===== config.mk =====
export PLATFORM = sky130hd
export DESIGN_NAME = wb_matmul_engine
export DESIGN_NICKNAME = d
export VERILOG_FILES = /design/src/rtl/matmul_pkg.sv /design/src/rtl/matmul_mac.sv /design/src/rtl/wb_matmul_engine.sv
export SDC_FILE = /design/constraint.sdc
export NUM_CORES = 1
export LEC_CHECK = 0
export BUFFER_PORTS_ARGS = -buffer_cell sky130_fd_sc_hd__clkbuf_2
export CORE_MARGIN = 4
export CORE_UTILIZATION = 62
export CTS_BUF_LIST = sky130_fd_sc_hd__clkbuf_16
export CTS_CLUSTER_SIZE = 14
export DETAILED_ROUTE_END_ITERATION = 16
export GPL_TIMING_DRIVEN = 0
export PLACE_DENSITY = 0.8
export SLEW_MARGIN = 5
export SYNTH_ARGS = -nofsm -noshare
export SYNTH_HDL_FRONTEND = slang
export SYNTH_SLANG_ARGS = --single-unit

===== constraint.sdc =====
create_clock -name wb_clk_i -period 22.7 [get_ports wb_clk_i]
set_input_delay 1.135 -clock wb_clk_i [delete_from_list [all_inputs] [get_ports wb_clk_i]]
set_output_delay 1.135 -clock wb_clk_i [all_outputs]
set_load 0.01 [all_outputs]

===== src/rtl/matmul_pkg.sv =====
// Shared constants, FSM state type and width helper for the Wishbone matrix-multiply engine.
package matmul_pkg;

  localparam logic [11:0] CTRL_OFF = 12'h000;
  localparam logic [11:0] A_OFF    = 12'h100;
  localparam logic [11:0] B_OFF    = 12'h200;
  localparam logic [11:0] C_OFF    = 12'h300;

  localparam int CTRL_START_BIT = 0;
  localparam int CTRL_DONE_BIT  = 1;
  localparam int CTRL_IDLE_BIT  = 2;

  typedef enum logic {
    IDLE = 1'b0,
    CALC = 1'b1
  } state_t;

  function automatic int acc_width(input int dw, input int n);
    return 2 * dw + $clog2(n);
  endfunction

endpackage


===== src/rtl/matmul_mac.sv =====
// Multiply-accumulate lane: DW x DW product accumulated at ACC_W bits.
// MATMUL_SIGNED_EN selects two's-complement operands instead of unsigned.
module matmul_mac #(
  parameter int DW    = 8,
  parameter int ACC_W = 18
) (
  input  logic             clk,
  input  logic             rst,
  input  logic             clear,
  input  logic             en,
  input  logic             last,
  input  logic [DW-1:0]    a,
  input  logic [DW-1:0]    b,
  output logic [ACC_W-1:0] sum
);

  logic [ACC_W-1:0] a_ext;
  logic [ACC_W-1:0] b_ext;
  logic [ACC_W-1:0] prod;
  logic [ACC_W-1:0] acc;

  // Operand extension, product and running sum including the current term
  always_comb begin
`ifdef MATMUL_SIGNED_EN
    a_ext = ACC_W'(signed'(a));
    b_ext = ACC_W'(signed'(b));
`else
    a_ext = ACC_W'(a);
    b_ext = ACC_W'(b);
`endif
    // Low ACC_W bits of the product are exact in both modes
    prod = a_ext * b_ext;
    sum  = acc + prod;
  end

  // Accumulator: cleared on start and after each completed dot product
  always_ff @(posedge clk or posedge rst) begin
    if (rst) begin
      acc <= {ACC_W{1'b0}};
    end else if (clear) begin
      acc <= {ACC_W{1'b0}};
    end else if (en) begin
      acc <= last ? {ACC_W{1'b0}} : sum;
    end else begin
      acc <= acc;
    end
  end

endmodule


===== src/rtl/wb_matmul_engine.sv =====
// N x N matrix-multiply accelerator on a Wishbone slave: A/B load, CTRL handshake, C readback.
// Optional signed arithmetic with `define MATMUL_SIGNED_EN.
module wb_matmul_engine
  import matmul_pkg::*;
#(
  parameter int          N     = 4,
  parameter int          DW    = 8,
  parameter int          ACC_W = acc_width(DW, N),
  parameter logic [11:0] BASE  = 12'h340
) (
  input  logic        wb_clk_i,
  input  logic        wb_rst_i,
  input  logic        wbs_stb_i,
  input  logic        wbs_cyc_i,
  input  logic        wbs_we_i,
  input  logic [3:0]  wbs_sel_i,
  input  logic [31:0] wbs_dat_i,
  input  logic [31:0] wbs_adr_i,
  output logic        wbs_ack_o,
  output logic [31:0] wbs_dat_o
);

  localparam int NE = N * N;
  localparam int IW = $clog2(N);
  localparam int EW = $clog2(NE);
  localparam logic [IW-1:0] LAST = IW'(N - 1);

  state_t          state;
  logic [IW-1:0]   i;
  logic [IW-1:0]   j;
  logic [IW-1:0]   k;
  logic            ap_start;
  logic            ap_done;
  logic            ap_idle;

  logic [DW-1:0]    a_mem [NE];
  logic [DW-1:0]    b_mem [NE];
  logic [ACC_W-1:0] c_mem [NE];

  logic        valid;
  logic        req;
  logic        wr;
  logic        rd;
  logic        in_page;
  logic [3:0]  region;
  logic [5:0]  elem;
  logic        elem_ok;
  logic [EW-1:0] eidx;
  logic        hit_ctrl;
  logic        hit_a;
  logic        hit_b;
  logic        hit_c;
  logic        start;
  logic        busy;
  logic [31:0] ctrl_word;
  logic [31:0] rd_data;

  logic [EW-1:0]    a_idx;
  logic [EW-1:0]    b_idx;
  logic [EW-1:0]    c_idx;
  logic [DW-1:0]    op_a;
  logic [DW-1:0]    op_b;
  logic             mac_last;
  logic [ACC_W-1:0] mac_sum;
  logic             unused_bits;

  assign unused_bits = ^{wbs_sel_i[3:1], wbs_adr_i[1:0], wbs_dat_i[31:DW]};

  // Bus decode: slave select, region/element lookup and start detection
  always_comb begin
    valid    = wbs_stb_i & wbs_cyc_i & (wbs_adr_i[31:20] == BASE);
    req      = valid & ~wbs_ack_o;
    wr       = req & wbs_we_i;
    rd       = req & ~wbs_we_i;
    busy     = (state == CALC);
    in_page  = (wbs_adr_i[19:12] == 8'h00);
    region   = wbs_adr_i[11:8];
    elem     = wbs_adr_i[7:2];
    elem_ok  = ({1'b0, elem} < 7'(NE));
    eidx     = elem[EW-1:0];
    hit_ctrl = in_page & (wbs_adr_i[11:2] == CTRL_OFF[11:2]);
    hit_a    = in_page & elem_ok & (region == A_OFF[11:8]);
    hit_b    = in_page & elem_ok & (region == B_OFF[11:8]);
    hit_c    = in_page & elem_ok & (region == C_OFF[11:8]);
    start    = wr & wbs_sel_i[0] & hit_ctrl & wbs_dat_i[CTRL_START_BIT] & ~busy;
  end

  // Read-data mux; C is extended to 32 bits according to the arithmetic mode
  always_comb begin
    ctrl_word                 = 32'h0000_0000;
    ctrl_word[CTRL_START_BIT] = ap_start;
    ctrl_word[CTRL_DONE_BIT]  = ap_done;
    ctrl_word[CTRL_IDLE_BIT]  = ap_idle;
    if (hit_ctrl) begin
      rd_data = ctrl_word;
    end else if (hit_a) begin
      rd_data = 32'(a_mem[eidx]);
    end else if (hit_b) begin
      rd_data = 32'(b_mem[eidx]);
    end else if (hit_c) begin
`ifdef MATMUL_SIGNED_EN
      rd_data = 32'(signed'(c_mem[eidx]));
`else
      rd_data = 32'(c_mem[eidx]);
`endif
    end else begin
      rd_data = 32'h0000_0000;
    end
  end

  // Operand addressing for the current (i, j, k) step
  always_comb begin
    a_idx    = EW'(i) * EW'(N) + EW'(k);
    b_idx    = EW'(k) * EW'(N) + EW'(j);
    c_idx    = EW'(i) * EW'(N) + EW'(j);
    op_a     = a_mem[a_idx];
    op_b     = b_mem[b_idx];
    mac_last = (k == LAST);
  end

  matmul_mac #(
    .DW    (DW),
    .ACC_W (ACC_W)
  ) u_mac (
    .clk   (wb_clk_i),
    .rst   (wb_rst_i),
    .clear (start),
    .en    (busy),
    .last  (mac_last),
    .a     (op_a),
    .b     (op_b),
    .sum   (mac_sum)
  );

  // Wishbone response, operand storage, counters and control FSM
  always_ff @(posedge wb_clk_i or posedge wb_rst_i) begin
    if (wb_rst_i) begin
      state     <= IDLE;
      i         <= {IW{1'b0}};
      j         <= {IW{1'b0}};
      k         <= {IW{1'b0}};
      ap_start  <= 1'b0;
      ap_done   <= 1'b0;
      ap_idle   <= 1'b1;
      wbs_ack_o <= 1'b0;
      wbs_dat_o <= 32'h0000_0000;
      for (int n = 0; n < NE; n++) begin
        a_mem[n] <= {DW{1'b0}};
        b_mem[n] <= {DW{1'b0}};
        c_mem[n] <= {ACC_W{1'b0}};
      end
    end else begin
      wbs_ack_o <= req;
      wbs_dat_o <= rd ? rd_data : 32'h0000_0000;
      ap_start  <= start;
      // Clear-on-read; a done set later in this block takes priority
      if (rd & hit_ctrl) begin
        ap_done <= 1'b0;
      end
      if (wr & wbs_sel_i[0] & ~busy) begin
        if (hit_a) begin
          a_mem[eidx] <= wbs_dat_i[DW-1:0];
        end else if (hit_b) begin
          b_mem[eidx] <= wbs_dat_i[DW-1:0];
        end
      end
      case (state)
        IDLE: begin
          if (start) begin
            state   <= CALC;
            i       <= {IW{1'b0}};
            j       <= {IW{1'b0}};
            k       <= {IW{1'b0}};
            ap_idle <= 1'b0;
          end
        end
        CALC: begin
          if (mac_last) begin
            c_mem[c_idx] <= mac_sum;
            k            <= {IW{1'b0}};
            if (j == LAST) begin
              j <= {IW{1'b0}};
              if (i == LAST) begin
                i       <= {IW{1'b0}};
                state   <= IDLE;
                ap_done <= 1'b1;
                ap_idle <= 1'b1;
              end else begin
                i <= i + IW'(1);
              end
            end else begin
              j <= j + IW'(1);
            end
          end else begin
            k <= k + IW'(1);
          end
        end
        default: state <= IDLE;
      endcase
    end
  end

endmodule


==> out/metrics.csv, run 1 <==
metric,value,unit
Cells after Synth,2474,
largest net degree at the start of global routing,132,
DIE HEIGHT,233,um
Fin. Hold Viols,0,
CP Launch Type,flop,
deepest level of the CTS H-tree,2,
port buffer count,59,
setup bufs post-CTS,0,
total number of vias,22800,
antenna violations before repair,3,
Rows,82,
fraction of layout cells with a size suffix above 1,0.292,
drt wl/cell,28.4,um
placed cell area,32700,sq um
Achievable Freq,0.119,GHz
clk buf depth,3,
hold crit path type,flop to flop,
cts bufs inserted,59,
maximum vdd drop,0.0000579,V
vias per cell,6.85,
"Async S/R FF share, synth",1.00,
total gr overflow,0,
CP Max Fanout,10,
die width,233,um
"wirelength, routed",94.9,mm
Die Area,54200,sq um
fin nets,2785,
Initial Util,0.626,
Total Routing Usage GR,0.358,
cts repair resizes,0,
Worst Reg-to-Reg Cells,19,
maxcap violations,0,
hold_ws,480,ps
fin crit period,8380,ps
Slew HR,0.108,
"Reg clk slew, reported paths",70,ps
first-pass GRT wire length,144,mm
synth-to-layout area growth,10.1,%
clock latency on the worst-skew pair,640,ps
"Cell Area, Synth",31300,sq um
hold_buf cts,0,
Final WS setup,14320,ps
Most used DFF post-synth,dfrtp_1,
Core Footprint,50100,sq um
clock sinks,591,
io pins,106,
Yosys warning total,0,
"commonest non-fill, non-tap cell in the layout",dfrtp_1,
# DRC,0,
Final Instance Area,34500,sq um
1st-iter DRT viols,2530,
Cell variety after synth,65,
unrepaired setup endpoints after global routing,no,
Lkg Pwr,16.4,nW
hold depth,2,
Detailed Place HPWL,66.3,mm
#FFs+latches synth,591,
TritonRoute pass-1 iters,7,
Power Density,60.5,nW/um^2
Final Skew,25.4,ps
WP data arrival,8850,ps
RePlAce Congestion,0.964,
DP Worst Slack,14500,ps
Post-synth EDFFs,0,
fin crit share,0.369,
Syn Area/Cell,12.7,sq um
Max Slew Vio Count,0,
register area share after synthesis,0.472,
vias in the first global route,23900,
CTS tree,yes,
crit path capture type,flop,
most frequent cells in the layout,"dfrtp_1 (590), mux2_2 (336), nand2_1 (279)",
Slew @ Worst Pin,1330,ps
Root Buffer,clkbuf_16,
Final Setup Violations,0,
ANT nets after route,0,
CP Class,flop to flop,
Crit path required time,23170,ps
fin util,0.689,
status,finished clean,
==> per-stage QoR <==
step,setup TNS [ps],power [mW],std cells
2_1_floorplan,0,1.13,2487
6_report,0,2.09,3337
5_1_grt,0,2.14,3337
4_1_cts,0,2.09,3335
3_5_place_dp,0,1.16,3223
3_3_place_gp,-34840,1.16,3218
==> worst paths after layout <==
kind | start | slack [ps] | to
setup / recovery | j[0] | 14320 | c_mem[136]
hold / removal | c_mem[114] | 480 | c_mem[114]
setup reg to reg | j[0] | 14320 | c_mem[136]
hold reg to reg | c_mem[114] | 480 | c_mem[114]
max in group asynchronous | wb_rst_i | 20630 | b_mem[127]
min in group asynchronous | wb_rst_i | 500 | a_mem[8]
==> cell families (layout without fill, tap and decap cells) <==
family,count (synthesis),count (layout),share of synthesized area
flops,591,591,0.472
mux,579,579,0.287
simple gates,517,517,0.0779
compound gates,363,363,0.0677
buf+inv,313,490,0.0403
fa+ha+maj,99,99,0.0515
xor+xnor,11,11,0.00355
other cells,1,15,0.000120
==> flip-flops by register name, indices dropped and copies added, names as in the netlist <==
name       count
wbs_ack_o      1
wbs_dat_o     18
k              2
busy           1
c_mem        288
ap_idle        1
i              2
a_mem        128
b_mem        128
ap_done        1
j              2
ap_start       1
u_mac.acc     18
==> metal layers <==
metal / vias to the layer above / part of all wire / global-route usage
met5: - / 0 / 0
met1: 11700 / 0.35 / 0.448
met3: 433 / 0.11 / 0.0951
met2: 1541 / 0.46 / 0.553
li1: 9188 / - / -
met4: 0 / 0.081 / 0.234
==> layout make-up <==
cell class                      count  area, sq um
Antenna cell                        1         2.50
Fill cell                        3461        15600
Clock buffer                       59         1480
Buffer                            198          832
Tap cell                          672          841
Timing Repair Buffer               65          448
Sequential cell                   591        14800
Clock inverter                     53          345
Multi-Input combinational cell   1583        15300
Inverter                          115          439
==> power by group <==
group	switching, mW	total (mW)	internal, mW
combinational	0.0654	0.0879	0.0224
clock	0.432	0.948	0.516
sequential	0.000000133	1.05	1.05
==> synth_stat cells, drive strengths merged (7+ instances only) <==
cell type | n | area (sq um)
o31ai | 19 | 143
nor2 | 76 | 315
o21ai | 212 | 1060
dfrtp | 590 | 14800
a22oi | 26 | 195
a21oi | 42 | 210
inv | 115 | 432
o22ai | 7 | 43.8
and3 | 8 | 50.1
nor3 | 17 | 119
fa | 50 | 1000
clkbuf | 144 | 541
a22o | 8 | 70.1
a211o | 12 | 105
nor2b | 21 | 131
mux2 | 338 | 3810
mux2i | 19 | 190
nand4 | 8 | 50.1
buf | 54 | 292
nand2 | 282 | 1070
and2 | 42 | 263
ha | 49 | 613
mux4 | 222 | 5000
nand3 | 31 | 205
nand2b | 12 | 75.1
o211ai | 9 | 67.6
==> worst max-delay path, cell delays in order, from the launching register on <==
cell and delay (ps):
dfrtp_1 390, clkbuf_1 560, buf_1 770, mux4_2 660, mux4_2 640, and2_1 210, fa_1 530, inv_1 60
fa_1 540, inv_1 50, fa_1 490, inv_1 50, fa_1 470, inv_1 40, ha_1 330, o211ai_1 520
a21oi_1 190, xnor2_1 1040, clkbuf_1 410, o21ai_0 230
Power figures use the tool's default switching activity.
==> run 2, diff against run 1 <==
==> constraint.sdc (replaced) <==
create_clock -name wb_clk_i -period 7.9 [get_ports wb_clk_i]
set_input_delay 0.395 -clock wb_clk_i [delete_from_list [all_inputs] [get_ports wb_clk_i]]
set_output_delay 0.395 -clock wb_clk_i [all_outputs]
set_load 0.01 [all_outputs]
==> run 2 against run 1 <==
  * Routed wire length increased by 1.5%
  * Critical path depth increased by 2
  * Fmax increased by 10%
  * Register-to-register slack got worse by 14000 ps
  * Design area increased by 0.90%
  * Non-clock buffer count increased by 11
  * Count of clock-buffer cells in the layout increased by 3
  * Utilization increased by 0.62 points
==> out/metrics.csv, run 2 (synthesis results as in run 1) <==
metric,value,unit,change
fin crit share,0.961,,+0.592
Buf/Inv on CP,7,,unchanged
Root Buffer,clkbuf_16,,
Slew HR,0.0498,,-0.0579
Final Skew,26.7,ps,+1.29 ps
Die Area,54200,sq um,unchanged
Core Footprint,50100,sq um,unchanged
Design Power,6.11,mW,+190%
vias per cell,6.84,,-0.11%
fin nets,2797,,+0.43%
"wirelength, routed",96.3,mm,+1.5%
deepest level of the CTS H-tree,2,,unchanged
crit path capture type,flop,,
worst min-delay path startpoint,wbs_dat_i[1],,
RePlAce Congestion,0.969,,+0.58%
Total Routing Usage GR,0.361,,+0.00383
crit-path max cell delay,690,ps,-350 ps
total number of vias,22900,,+0.22%
port buffer count,59,,unchanged
fraction of layout cells with a size suffix above 1,0.299,,+0.00612
maxcap violations,0,,unchanged
hold crit path type,primary input to flop,,
Worst Setup SP,j[1],,
CTS tree,yes,,
clock latency on the worst-skew pair,650,ps,about the same
ANT nets after route,0,,unchanged
Worst path slowest cell,clkbuf_1,,
Max Slew Vio Count,0,,unchanged
fin crit period,7590,ps,-790 ps
Power Density,175,nW/um^2,+190%
Crit path required time,8390,ps,"-14,780 ps"
largest registers,"c_mem x288, a_mem x128, b_mem x128",,
"commonest non-fill, non-tap cell in the layout",dfrtp_1,,
DP Worst Slack,-233,ps,"-14,730 ps"
CP Class,flop to flop,,
first-pass GRT wire length,145,mm,+0.44%
placed cell area,32800,sq um,+0.55%
WP data arrival,8080,ps,-770 ps
TritonRoute pass-1 iters,8,,+1
Achievable Freq,0.132,GHz,+10%
cts bufs inserted,60,,+1.7%
CP Launch Type,flop,,
Detailed Place HPWL,67.4,mm,+1.7%
Final Setup Violations,0,,unchanged
die width,233,um,unchanged
unrepaired setup endpoints after global routing,no,,
Final Instance Area,34800,sq um,+0.90%
Fin. Hold Viols,0,,unchanged
fin util,0.695,,+0.00620
DIE HEIGHT,233,um,unchanged
drt wl/cell,28.8,um,+1.1%
"Reg clk slew, reported paths",70,ps,about the same
io pins,106,,unchanged
largest reg by FF count,c_mem,,
Worst path top cell family by delay,adder cells,,
Initial Util,0.626,,unchanged
critical-path cell list,"clkbuf_1, clkbuf_1, mux4_2, mux4_2, and2_1, fa_1, inv_1, fa_1, inv_1, fa_1, inv_1, fa_1, inv_1, ha_1, o211ai_1, o21ai_1, o221ai_1, a21boi_1, o21a_1, clkbuf_1, o31ai_1",,
1st-iter DRT viols,2673,,+5.7%
Rows,82,,unchanged
Lkg Pwr,16.5,nW,+0.94%
synth-to-layout area growth,11.1,%,
clock sinks,591,,unchanged
hold_ws,147,ps,-333 ps
status,finished clean,,
vias in the first global route,23800,,-0.22%
maximum vdd drop,0.000194,V,+240%
largest net degree at the start of global routing,44,,-67%
CP Max Fanout,10,,unchanged
reg2reg start,j[1],,
antenna violations before repair,3,,unchanged
setup bufs post-CTS,0,,unchanged
clk buf depth,3,,unchanged
Slew @ Worst Pin,1420,ps,+86.2 ps
Largest register FFs,288,,unchanged
# DRC,0,,unchanged
Final WS setup,310,ps,"-14,010 ps"
most frequent cells in the layout,"dfrtp_1 (590), mux2_2 (336), nand2_1 (279)",,
total gr overflow,0,,unchanged
[run 2: area by class of cell]
class                      count  area [sq um]
clock buffer                  62          1550
multi-input combinational   1583         15400
timing repair buffer          76           626
inverter                     115           435
buffer                       198           851
fill                        3426         15200
antenna                        3          7.51
tap                          672           841
sequential                   591         14800
clock inverter                48           348
[run 2: path summary, 6_finish.rpt]
check	endpoint	slack (ps)	cells past startpoint
max	c_mem[267]	310	21
min	b_mem[113]	150	2
max reg2reg	c_mem[267]	310	21
min reg2reg	c_mem[48]	480	2
max in group asynchronous	c_mem[31]	5640	9
min in group asynchronous	a_mem[7]	400	3
[run 2: per-stage QoR]
stage,cells,setup TNS [ps]
floorplan,2487,-325400
global placement,3218,-1896720
detailed placement,3234,-6940
CTS,3345,0
global route,3346,0
finish,3348,0
[run 2: power breakdown]
| group | internal [mW] | switching [mW] |
|---|---|---|
| combinational | 0.0733 | 0.192 |
| sequential | 3.03 | 0.000000434 |
| clock | 1.57 | 1.24 |
[run 2: what timing repair did]
| item | 4_1_cts | 5_1_grt |
|---|---|---|
| pin swaps | 0 | 0 |
| hold buffers | 1 | 0 |
| resized for setup | 6 | 11 |
| hold endpoints to repair | 28 | 0 |
| setup endpoints to repair | 62 | 65 |
[run 2: layer usage]
| metal | vias up | GRT usage | wire [um] |
|---|---|---|---|
| li1 | 9214 | - | - |
| met2 | 1609 | 0.566 | 45100 |
| met3 | 376 | 0.102 | 10900 |
| met5 | - | 0 | 77 |
| met4 | 4 | 0.213 | 6690 |
| met1 | 11700 | 0.453 | 33600 |
